File: src/rtl/bubble_sort.sv
// rtl/bubble_sort.sv - odd-even transposition sorting pipeline; optional BUBBLE_SORT_DESCEND_EN for descending order
module bubble_sort #(
   parameter int DATA_W = 4,
   parameter int DATA_N = 4
) (
   input  logic                           clk,
   input  logic                           reset,
   input  logic [DATA_N-1:0][DATA_W-1:0]  data_in,
   output logic [DATA_N-1:0][DATA_W-1:0]  data_o
);

   typedef logic [DATA_N-1:0][DATA_W-1:0] vec_t;

   // Stage inputs, compare-exchange results, and the stage registers.
   vec_t stage_src [DATA_N];
   vec_t stage_d   [DATA_N];
   vec_t stage_q   [DATA_N];

   // True when the lower-index element must move past the upper-index one.
   // Equal values never swap, so the network is stable in both orders.
   function automatic logic out_of_order(input logic [DATA_W-1:0] lower,
                                         input logic [DATA_W-1:0] upper);
`ifdef BUBBLE_SORT_DESCEND_EN
      return lower < upper;
`else
      return lower > upper;
`endif
   endfunction

   // Chain the stages and apply one layer of compare-exchange per stage:
   // even stages pair (0,1),(2,3)..., odd stages pair (1,2),(3,4)...;
   // an element without a partner passes through untouched.
   always_comb begin
      stage_src[0] = data_in;
      for (int s = 1; s < DATA_N; s++) begin
         stage_src[s] = stage_q[s-1];
      end
      for (int s = 0; s < DATA_N; s++) begin
         stage_d[s] = stage_src[s];
         for (int i = 0; i < DATA_N - 1; i++) begin
            if (((i % 2) == (s % 2)) &&
                out_of_order(stage_src[s][i], stage_src[s][i+1])) begin
               stage_d[s][i]   = stage_src[s][i+1];
               stage_d[s][i+1] = stage_src[s][i];
            end
         end
      end
   end

   // Stage registers: cleared by reset, otherwise advance one stage per cycle.
   always_ff @(posedge clk) begin
      if (!reset) begin
         for (int s = 0; s < DATA_N; s++) begin
            stage_q[s] <= '0;
         end
      end else begin
         for (int s = 0; s < DATA_N; s++) begin
            stage_q[s] <= stage_d[s];
         end
      end
   end

   assign data_o = stage_q[DATA_N-1];

endmodule

File: config.mk
export PLATFORM = sky130hd
export DESIGN_NAME = bubble_sort
export DESIGN_NICKNAME = d
export VERILOG_FILES = /design/src/rtl/bubble_sort.sv
export SDC_FILE = /design/constraint.sdc
export NUM_CORES = 1
export LEC_CHECK = 0
export ABC_CLOCK_PERIOD_IN_PS = 2250
export BUFFER_PORTS_ARGS = -buffer_cell sky130_fd_sc_hd__buf_2
export CAP_MARGIN = 20
export CORE_MARGIN = 1.5
export CORE_UTILIZATION = 40
export CTS_CLUSTER_DIAMETER = 200
export DETAILED_ROUTE_END_ITERATION = 7
export GPL_TIMING_DRIVEN = 1
export MAX_ROUTING_LAYER = met4
export PLACE_DENSITY = 0.56
export SLEW_MARGIN = 10
export SYNTH_ARGS = -nofsm -noshare
export SYNTH_HDL_FRONTEND = slang
export SYNTH_SLANG_ARGS = --single-unit
File: constraint.sdc
create_clock -name clk -period 2.25 [get_ports clk]
set_input_delay 0.45 -clock clk [delete_from_list [all_inputs] [get_ports clk]]
set_output_delay 0.45 -clock clk [all_outputs]
set_load 0.005 [all_outputs]
==> results.tsv <==
metric	value	unit
biggest regs	stage_q (64)	
DR DRC count	0	
Fmax	544	MHz
unrepaired setup endpoints after global routing	false	
Yosys reg bits	64	
# diodes	0	
Syn Std Cell Area	3900	um^2
crit end category	flip-flop	
Post-DP HPWL	5390	um
most frequent cells in the layout	nand2_1, and2_1, dfxtp_1	
Max Root-Sink Buffers	2	
Yosys Warn Count	0	
DR WL met2	3550	um
Via density	5.61	
Cell variety after synth	16	
Vias	3244	
Hold Path Class	in2reg	
register area share after synthesis	32.8	%
DIE WIDTH	102	um
worst hold slack	0.416	ns
GR Overflow Total	0	
overall power	3.86	mW
worst setup margin	0.411	ns
H-Tree Depth	3	
Max FO, Critical Path	9	
CTS clk-pin slew, worst paths	0.07	ns
IO Pins	34	
hold_buf cts	0	
final WL	7700	um
Syn Nets	464	
Final Slew Violations	0	
core region area	9330	um^2
required time of the worst setup path	2.43	ns
vias in the first global route	2928	
Synth Instances	422	
Clk Latency, worst-skew pair	0.34	ns
area delta synth->final	9.94	%
min Tclk post-route	1.84	ns
row cnt	35	
Sink Count	64	
Max VDD drop	0.413	mV
Slew @ Worst Pin	0.468	ns
max reg flops	64	
R2R setup slack	0.41	ns
fraction of layout cells with a size suffix above 1	16.7	%
Max-slew headroom	68.8	%
Post-DRT Antenna Nets	0	
DIE AREA	10400	um^2
run status	completed	
Routed WL per cell	13.3	um
Die Y	102	um
Sum Neg Setup Slack	0	ns
Post-CTS Setup Repair Bufs	0	
Setup WS pre-CTS	0.283	ns
Largest Register	stage_q	
CTS Buf Count	9	
final setup fails	0	
arrival time at the worst endpoint	2.02	ns
IO Port Bufs	33	
first-pass GRT wire length	13500	um
PwrDens	899	nW/um^2
final hold violation count	0	
Starting DRT DRC Count	57	
TritonCTS clock tree	yes	
CTS resizes	0	
Synth Area per Inst	9.24	um^2
starting density of the core	41.8	%
1st-pass router iterations	4	
Tot GR Track Use	16.8	%
clk_skew	0.00819	ns
initial antenna violation count	0	
Static Leak	1.58	nW
CP Launch Type	flip-flop	
post-layout util	46.0	%
largest net degree at the start of global routing	53	
Final period util	81.7	%
kind of critical path	reg2reg	
commonest non-fill, non-tap cell in the layout	nand2_1	
gp weighted congestion	0.781	
Final Net Count	486	
maxcap violations	0	
Metal-1 WL	3740	um
clock root buffer	clkbuf_8	
DR WL met3	304	um
DR top layer	met4	
-- path summary, 6_finish.rpt --
check            startpoint             to  cells after the start
min reg2reg   stage_q[2][2]  stage_q[3][2]                      1
min              data_in[7]  stage_q[0][7]                      3
max reg2reg  stage_q[0][11]  stage_q[1][4]                      6
max          stage_q[0][11]  stage_q[1][4]                      6
-- critical path: stages (launching register included) --
cell and delay (ns):
dfxtp_1 0.34, inv_1 0.05, ha_1 0.39, a21oi_4 0.32, a41oi_2 0.15, a32oi_1 0.25, o221ai_1 0.18
-- final cells by class --
type | count | area, um^2
timing repair buffer | 35 | 205
sequential | 64 | 1280
tap | 129 | 161
multi-input combinational | 310 | 2340
clock buffer | 11 | 151
inverter | 24 | 90.1
fill | 908 | 5040
clock inverter | 5 | 55.1
-- per-layer routing --
layer  up-vias  global-route usage, %
li1       1642                      -
met3        11                   3.73
met2        66                   26.6
met1      1525                   20.9
met4         0                   5.98
met5         -                      -
-- report_power, final --
part / switching, mW / internal (mW)
Combinational: 0.926 / 0.500
Clock: 0.447 / 0.568
Sequential: 0.0912 / 1.33
Total: 1.46 / 2.39
-- metrics by stage --
step / instances / instance area (um^2)
CTS: 578 / 4290
global route: 578 / 4290
detailed placement: 562 / 4080
floorplan: 422 / 3900
global placement: 562 / 4080
finish: 578 / 4290
-- cell families after synthesis --
kind of cell               synth area share (%)
buffers and inverters                      7.06
and+or+nand+nor                            22.6
DFF                                        32.8
AOI/OAI and AO/OA                          29.8
adders and majority gates                  7.70
-- Yosys cell counts --
cell type / count / area share, %
nand2_1: 96 / 9.2
and2_1: 64 / 10
dfxtp_1: 64 / 33
a32oi_1: 48 / 11
o221ai_1: 48 / 11
ha_1: 24 / 7.7
inv_1: 24 / 2.3
buf_6: 11 / 3.2
buf_2: 7 / 0.90
a21oi_4: 6 / 2.5
a41oi_2: 6 / 2.5
and2b_1: 6 / 1.2
nand4_2: 6 / 1.9
o211ai_4: 6 / 3.3
clkbuf_1: 5 / 0.48
buf_4: 1 / 0.19
Note: power is estimated with default switching activity, not from simulation.
